$ cat src/rtl/fp_add_step2_addnorm.sv
// Stage 2 of the pipelined FP adder: mantissa add/sub, iterative normalise, pack.
// Optional FPADD_STATUS_EN adds status[2:0] = {overflow, underflow, zero}.
module fp_add_step2_addnorm #(
  parameter int EXP_W = 8,
  parameter int MAN_W = 24
) (
  input  logic             clk,
  input  logic             rst_n,
  input  logic             in_valid,
  output logic             in_ready,
  input  logic             sign_a1,
  input  logic             sign_b1,
  input  logic             s1,
  input  logic [EXP_W-1:0] exp_a1,
  input  logic [EXP_W-1:0] exp_b1,
  input  logic [MAN_W-1:0] mantissa_a1,
  input  logic [MAN_W-1:0] mantissa_b1,
  output logic             out_valid,
  input  logic             out_ready,
`ifdef FPADD_STATUS_EN
  output logic [2:0]       status,
`endif
  output logic [31:0]      result
);

  typedef enum logic [1:0] {
    IDLE,
    ADD,
    NORM,
    DONE
  } state_t;

  localparam logic [EXP_W-1:0] EXP_MAX = {EXP_W{1'b1}};
  localparam logic [EXP_W-1:0] EXP_ONE = EXP_W'(1);

  state_t           state;
  logic             sa_q;
  logic             sb_q;
  logic             s1_q;
  logic [EXP_W-1:0] exp_q;
  logic [MAN_W-1:0] ma_q;
  logic [MAN_W-1:0] mb_q;
  logic [MAN_W:0]   sum_q;
  logic             sign_q;
  logic             ovf_q;
  logic             unf_q;
  logic             zero_q;

  logic             eff_sub;
  logic [MAN_W:0]   add_sum;
  logic             add_sign;
  logic [EXP_W:0]   exp_inc;

  logic             unused_exp_b;
  assign unused_exp_b = ^exp_b1;

  assign eff_sub = sa_q ^ sb_q ^ s1_q;
  assign exp_inc = {1'b0, exp_q} + (EXP_W + 1)'(1);

  always_comb begin
    add_sum  = {1'b0, ma_q} + {1'b0, mb_q};
    add_sign = sa_q;
    if (eff_sub) begin
      if (ma_q >= mb_q) begin
        add_sum = {1'b0, ma_q} - {1'b0, mb_q};
      end else begin
        add_sum  = {1'b0, mb_q} - {1'b0, ma_q};
        add_sign = sb_q ^ s1_q;
      end
    end
  end

  always_ff @(posedge clk) begin
    if (!rst_n) begin
      state     <= IDLE;
      in_ready  <= 1'b1;
      out_valid <= 1'b0;
      result    <= '0;
      sa_q      <= 1'b0;
      sb_q      <= 1'b0;
      s1_q      <= 1'b0;
      exp_q     <= '0;
      ma_q      <= '0;
      mb_q      <= '0;
      sum_q     <= '0;
      sign_q    <= 1'b0;
      ovf_q     <= 1'b0;
      unf_q     <= 1'b0;
      zero_q    <= 1'b0;
`ifdef FPADD_STATUS_EN
      status    <= '0;
`endif
    end else begin
      unique case (state)
        IDLE: begin
          if (in_valid) begin
            sa_q     <= sign_a1;
            sb_q     <= sign_b1;
            s1_q     <= s1;
            exp_q    <= exp_a1;
            ma_q     <= mantissa_a1;
            mb_q     <= mantissa_b1;
            in_ready <= 1'b0;
            state    <= ADD;
          end
        end
        ADD: begin
          sign_q <= add_sign;
          if (add_sum == '0) begin
            sum_q  <= '0;
            exp_q  <= '0;
            sign_q <= 1'b0;
            zero_q <= 1'b1;
            state  <= DONE;
          end else if (add_sum[MAN_W]) begin
            state <= DONE;
            if (exp_inc[EXP_W-1:0] == EXP_MAX) begin
              sum_q <= '0;
              exp_q <= EXP_MAX;
              ovf_q <= 1'b1;
            end else begin
              sum_q <= add_sum >> 1;
              exp_q <= exp_inc[EXP_W-1:0];
            end
          end else begin
            sum_q <= add_sum;
            state <= add_sum[MAN_W-1] ? DONE : NORM;
          end
        end
        NORM: begin
          if (sum_q[MAN_W-1]) begin
            state <= DONE;
          end else if (exp_q > EXP_ONE) begin
            sum_q <= sum_q << 1;
            exp_q <= exp_q - EXP_ONE;
            // Look ahead so the final shift lands directly in DONE.
            if (sum_q[MAN_W-2]) state <= DONE;
          end else begin
            sum_q  <= '0;
            exp_q  <= '0;
            sign_q <= 1'b0;
            unf_q  <= 1'b1;
            zero_q <= 1'b1;
            state  <= DONE;
          end
        end
        DONE: begin
          if (!out_valid) begin
            out_valid <= 1'b1;
            result    <= {sign_q, exp_q, sum_q[MAN_W-2:0]};
`ifdef FPADD_STATUS_EN
            status    <= {ovf_q, unf_q, zero_q};
`endif
          end else if (out_ready) begin
            out_valid <= 1'b0;
            in_ready  <= 1'b1;
            ovf_q     <= 1'b0;
            unf_q     <= 1'b0;
            zero_q    <= 1'b0;
            state     <= IDLE;
          end
        end
        default: state <= IDLE;
      endcase
    end
  end

endmodule

$ cat config.mk
export PLATFORM = sky130hd
export DESIGN_NAME = fp_add_step2_addnorm
export DESIGN_NICKNAME = d
export VERILOG_FILES = /design/src/rtl/fp_add_step2_addnorm.sv
export SDC_FILE = /design/constraint.sdc
export NUM_CORES = 1
export LEC_CHECK = 0
export ABC_AREA = 1
export BUFFER_PORTS_ARGS = -buffer_cell sky130_fd_sc_hd__buf_2
export CAP_MARGIN = 30
export CORE_MARGIN = 5
export CORE_UTILIZATION = 35
export CTS_CLUSTER_SIZE = 20
export DETAILED_ROUTE_END_ITERATION = 16
export GPL_TIMING_DRIVEN = 0
export SLEW_MARGIN = 30
export SYNTH_ARGS = -nofsm -noshare
export SYNTH_HDL_FRONTEND = slang
export SYNTH_SLANG_ARGS = --single-unit
$ cat constraint.sdc
create_clock -name clk -period 3.3 [get_ports clk]
set_input_delay 0.66 -clock clk [delete_from_list [all_inputs] [get_ports clk]]
set_output_delay 0.66 -clock clk [all_outputs]
set_load 0.01 [all_outputs]
# [Word-level counts from Yosys, hierarchy flattened]
# Cells that the tools add are included.
[word_totals] ff_bits=120 latch_bits=0 ram_bits=0 mem_bits_ro=0 in_bits=71 out_inout_bits=34 n_memories=0
[op_classes] n_addsub=5 mul=0 div=0 n_lt_le_gt_ge=2 eq_ne=11 n_shift=0 muxes=37 bitwise=4 n_reduce_logical=12
[op_table] operator="24-bit 2-to-1 mux" count=5
[op_table] operator="25-bit 2-to-1 mux" count=2
[op_table] operator="24-bit by 24-bit subtractor with 25-bit output" count=2
[op_table] operator="8-bit 2-to-1 mux" count=6
[op_table] operator="24-bit one-hot mux with 2 select lines" count=1
[op_table] operator="24-bit by 24-bit adder with 25-bit output" count=1
[op_table] operator="25-bit logical NOT" count=1
[op_table] operator="24-bit >= comparator" count=1
[op_table] operator="8-bit one-hot mux with 3 select lines" count=1
[op_table] operator="1-bit 2-to-1 mux" count=13
[op_table] operator="2-bit 2-to-1 mux" count=6
[op_table] operator="4-bit AND reduction" count=3
[op_table] operator="2-bit != test (second input constant)" count=5
[op_table] operator="8-bit by 1-bit adder with 8-bit output (second input constant)" count=1
[op_table] operator="8-bit equality test (second input constant)" count=1
[op_table] operator="8-bit by 1-bit > comparator with 1-bit output (second input constant)" count=1
[op_table] operator="2-bit one-hot mux with 4 select lines" count=1
[op_table] operator="8-bit by 1-bit subtractor with 8-bit output (second input constant)" count=1
[op_table] operator="2-bit AND reduction" count=3
[op_table] operator="2-bit equality test (second input constant)" count=2
[op_table] operator="4-bit != test (second input constant)" count=1
[op_table] operator="1-bit one-hot mux with 2 select lines" count=2
[op_table] operator="2-bit nonzero test" count=2
[op_table] operator="3-bit != test (second input constant)" count=1
[op_table] operator="other kinds (6)" count=8

# [Depth between registers and ports, before layout]
[depth] ltp_word=7 mapped_depth=28 depth_no_buf=26

# [Worst setup path after synthesis]
# Ideal clock, no wire load.
[synth_timing] path_kind="register to register" from="register ma_q[1]" to="register exp_q[0]" arrival_time_ns=2.699 path_slack_ns=0.487 path_stages_with_launch=24 path_buffers=2 synth_period_minus_slack_ns=2.813 path_cell_list="dfxtp_1 -> inv_1 -> ha_1 -> nand2_1 -> nor2_2 -> nand3_2 -> nand3_4 -> nand2_4 -> nand3_4 -> inv_2 -> buf_6 -> nand2_2 -> nand2_1 -> a21oi_2 -> nand2_1 -> nor2_1 -> nand2_1 -> nor2_1 -> nand2_1 -> nand2_1 -> nand2_2 -> buf_6 -> a21oi_1 -> nor2_1"
[synth_between] elab_chain_cells=6
[synth_lines] element="from (decl)" line_no="41" text="logic [MAN_W-1:0] ma_q;"
[synth_lines] element="from (signal assigned)" line_no="101" text="ma_q <= mantissa_a1;"
[synth_lines] element="24-bit by 24-bit subtractor with 25-bit output, or another cell as far along" line_no="67" text="add_sum = {1'b0, mb_q} - {1'b0, ma_q};"
[synth_lines] element="25-bit 2-to-1 mux" line_no="64" text="if (ma_q >= mb_q) begin"
[synth_lines] element="25-bit 2-to-1 mux *" line_no="63" text="if (eff_sub) begin"
[synth_lines] element="25-bit logical NOT" line_no="109" text="if (add_sum == '0) begin"
[synth_lines] element="3-bit != test (no source line) or 8-bit 2-to-1 mux (tied branches)"
[synth_lines] element="4-bit AND reduction (no source line) or 8-bit one-hot mux with 3 select lines (tied branches)"
[synth_lines] element="to (signal assigned)" line_no="100" text="exp_q <= exp_a1;"
[synth_lines] element="to (signal assigned)" line_no="123" text="exp_q <= exp_inc[EXP_W-1:0];"
[synth_lines] element="to (signal assigned)" line_no="135" text="exp_q <= exp_q - EXP_ONE;"
[synth_lines] element="to (decl)" line_no="40" text="logic [EXP_W-1:0] exp_q;"
# Mark *: on every way between the ends. The rest lies on a longest branch, timed or not.
# A chain may end at the register's enable or synchronous reset.

# [Worst setup path in the final report]
[layout_timing] from="register ma_q[10]" to="register exp_q[5]"
# The elaborated chain is that of the path after synthesis.

==> out/results.ini <==
[yosys]
synth_edf_count=0
syn_inst=1839
synthDistinctLibCells=44
synthArstFlopShare=0
yosys.area.top_type=sky130_fd_sc_hd__dfxtp_1
postSynthAreaPerCell_um2=5.930
mappedNetlistArea_um2=10910
synth_fp_nets=1994
yosysWarningCount=0
leading_cell_types_by_count_after_synthesis=554 x sky130_fd_sc_hd__nand2_1, 262 x sky130_fd_sc_hd__inv_1, 158 x sky130_fd_sc_hd__a21oi_1
post-synth-top-count-cell=sky130_fd_sc_hd__nand2_1
ys_seq_area_frac=0.2203
dominantRegCellSynth=sky130_fd_sc_hd__dfxtp_1
ys_ff_latch=120
cell_types_occupying_the_most_area_after_synthesis=sky130_fd_sc_hd__dfxtp_1 22%, sky130_fd_sc_hd__nand2_1 19%, sky130_fd_sc_hd__ha_1 9.3%
yosys.area.top_type_share=0.2203

[die]
die_extent_in_y_um=186.5
core_region_area_um2=30670
fp-row-count=64
floorplan.initialDensity=0.3556
design.die.area_um2=34790
die-width_um=186.5
top_level_ports=105

[placed_design]
post-place-cells=2330
placed_area_um2=11880
hpwlAfterDp_mm=33.66
portBuffers=95
gp_congestion=0.9524

[global_route]
wire_length_of_the_first_global_routing_pass_mm=64.75
groute.usage.overall=0.2345
antenna_found_initial=1
number_of_global_route_vias_before_repair=11440
globalRoute.totalOverflow=0
grt_start_max_net_pins=17

[sta]
fin_worst_hold_slack_ns=0.4687
tightest_slew_ns=0.8032
report.final.setup_viol=0
final_hold_viol_count=0
setup_repair_after_global_routing_missed_its_margin=true
timing.slew.headroom=0.4646
number_of_pins_exceeding_their_max_slew_limit_in_the_final_report=0
setup_total_negative_slack_ns=0
final.setup_skew_ns=0.009323
period_minus_slack_ns=3.274
max_clock_freq_mhz=305.5
fin_crit_sh=0.9921

[cells_and_area]
layout_cell_share_with_drive_strength_beyond_1=0.2602
final_nets=2217
fillCellCount=3293
fin_cells=2471
seq_area_um2=2436
area.growth.synth_to_final_pct=33.40
postLayoutCellArea_um2=14550
area_occupied_by_multi_input_gates_um2=8045
insertedDiodeCount=0

[critical_path]
critical-path-slowest-cell=sky130_fd_sc_hd__dfxtp_2
crit_path_max_fanout=7
gate_family_responsible_for_the_most_delay_along_the_worst_path=simple AND/OR/NAND/NOR gates
setup.worst_path.start_class=register
setup.worst_path.end_class=register
cp_num_buf_inv=6
worst_path_most_repeated_cell=sky130_fd_sc_hd__nand2_2
worstSetupPathType=reg -> reg
critPathRequiredTime_ns=3.65
max_stage_delay_ns=0.34
crit_arrival_ns=3.62

[clocking]
cts_inserted_buffers=17
clock_sink_count=120
path_clk_slew_ns=0.06
tritoncts=built
clock_latency_ns=0.45
hold_buffer_count_at_cts=0
buffer_depth_of_the_longest_clock_path=2
cell_at_the_root_of_the_clock_tree=sky130_fd_sc_hd__clkbuf_16
htree_levels=4

[outcome]
outcome=complete, no violations

[drt]
detail_route.first_pass.iterations=6
finalWirelength_mm=43.27
routed_wire_length_per_instance_um=17.51
num_vias=12650
detailedRoute.firstIterationViolations=1019
post_detailed_route_count_of_antenna_violating_nets=0
drt-vias-per-instance=5.121
drc_errors=0

[flow_run]
max-cap-violations=0

[power]
fin_total_pwr_uw=18240
p_per_area_nw_per_um2=1253
static-leakage-power_uw=0.007202
vdd.ir_drop.worst_v=0.0004524

[min_path]
min_path_type=in -> reg

-- cell usage in the layout (no fill, tap or decap), drive strengths merged, types with 22 or more instances in the layout --
cell type / n
dfxtp: 120
clkbuf: 60
nand2: 573
xor2: 25
buf: 235
nor2: 153
nand3: 112
o21ai: 136
o22ai: 22
inv: 270
ha: 81
a21oi: 161
nand4: 33
-- worst reg2reg max path, cell delays in order, from the launching register on --
cell and delay [ns]:
sky130_fd_sc_hd__dfxtp_2 0.34, sky130_fd_sc_hd__inv_1 0.06, sky130_fd_sc_hd__ha_1 0.30, sky130_fd_sc_hd__buf_6 0.14, sky130_fd_sc_hd__nand2_4 0.07, sky130_fd_sc_hd__inv_4 0.04
sky130_fd_sc_hd__nand2_4 0.09, sky130_fd_sc_hd__nor2_4 0.05, sky130_fd_sc_hd__nand2_2 0.09, sky130_fd_sc_hd__nor2_4 0.05, sky130_fd_sc_hd__nor2_4 0.17, sky130_fd_sc_hd__nand3_4 0.14
sky130_fd_sc_hd__buf_12 0.18, sky130_fd_sc_hd__buf_8 0.14, sky130_fd_sc_hd__nand2_2 0.08, sky130_fd_sc_hd__nand3_2 0.11, sky130_fd_sc_hd__nand2_2 0.12, sky130_fd_sc_hd__nand2_2 0.06
sky130_fd_sc_hd__nor2_4 0.14, sky130_fd_sc_hd__nand3_1 0.08, sky130_fd_sc_hd__nor2_1 0.09, sky130_fd_sc_hd__nand2_1 0.11, sky130_fd_sc_hd__nand2_2 0.10, sky130_fd_sc_hd__nand2_4 0.09
sky130_fd_sc_hd__buf_6 0.17, sky130_fd_sc_hd__a21oi_1 0.11, sky130_fd_sc_hd__nor2_1 0.05
-- layer usage --
layer / track usage / share of wire
met1: 0.3315 / 0.47
met2: 0.3676 / 0.45
met3: 0.04316 / 0.063
met4: 0.06390 / 0.024
met5: 0 / 0
-- through the flow --
step / setup slack [ns] / util
final: 0.02623 / 0.4743
after global routing: -0.1017 / 0.4743
after detailed placement: -0.3547 / 0.3872
after CTS: 0.002547 / 0.4282
after global placement: -0.3301 / 0.3872
after floorplan: 0.4872 / -
-- timing repair --
action / in CTS / in global routing
hold endpoints to repair: 0 / 0
pin swaps: 21 / 82
cloned: 2 / 2
buffers inserted: 36 / 72
setup endpoints to repair: 32 / 32
gates resized for setup: 95 / 227
-- layout make-up --
class,count,share of cell area
Clock inverter,12,0.009633
Multi-Input combinational cell,1372,0.5530
Buffer,69,0.03363
Clock buffer,20,0.03139
Tap cell,396,0.03406
Inverter,275,0.07397
Timing Repair Buffer,207,0.09684
Sequential cell,120,0.1675
-- registers in the layout, indices dropped and copies added, names as in the netlist, 2 cells and up --
name and flops:
ma_q 24, exp_q 8, result 32, state 2
mb_q 24, sum_q 24
-- power breakdown --
part / switching [uW] / internal (uW)
clock: 784 / 1160
combinational: 8710 / 5350
sequential: 341 / 1890
total: 9840 / 8400
-- final timing paths --
path	startpoint	end	slack, ns	cells past startpoint
setup / recovery	ma_q[10]	exp_q[5]	0.03	26
hold / removal	s1	s1_q	0.47	3
setup reg to reg	ma_q[10]	exp_q[5]	0.03	26
hold reg to reg	sign_q	sign_q	0.48	2
-- logic make-up after synthesis --
group                    Yosys count  synth area share
XOR/XNOR                          28           0.02318
AO/OA/AOI/OAI                    359            0.1763
adder cells (fa/ha/maj)           84           0.09844
buffers and inverters            347            0.1296
flip-flops                       120            0.2203
multiplexers                       1         0.0009179
AND/OR/NAND/NOR                  900            0.3512
Power figures use the tool's default switching activity.
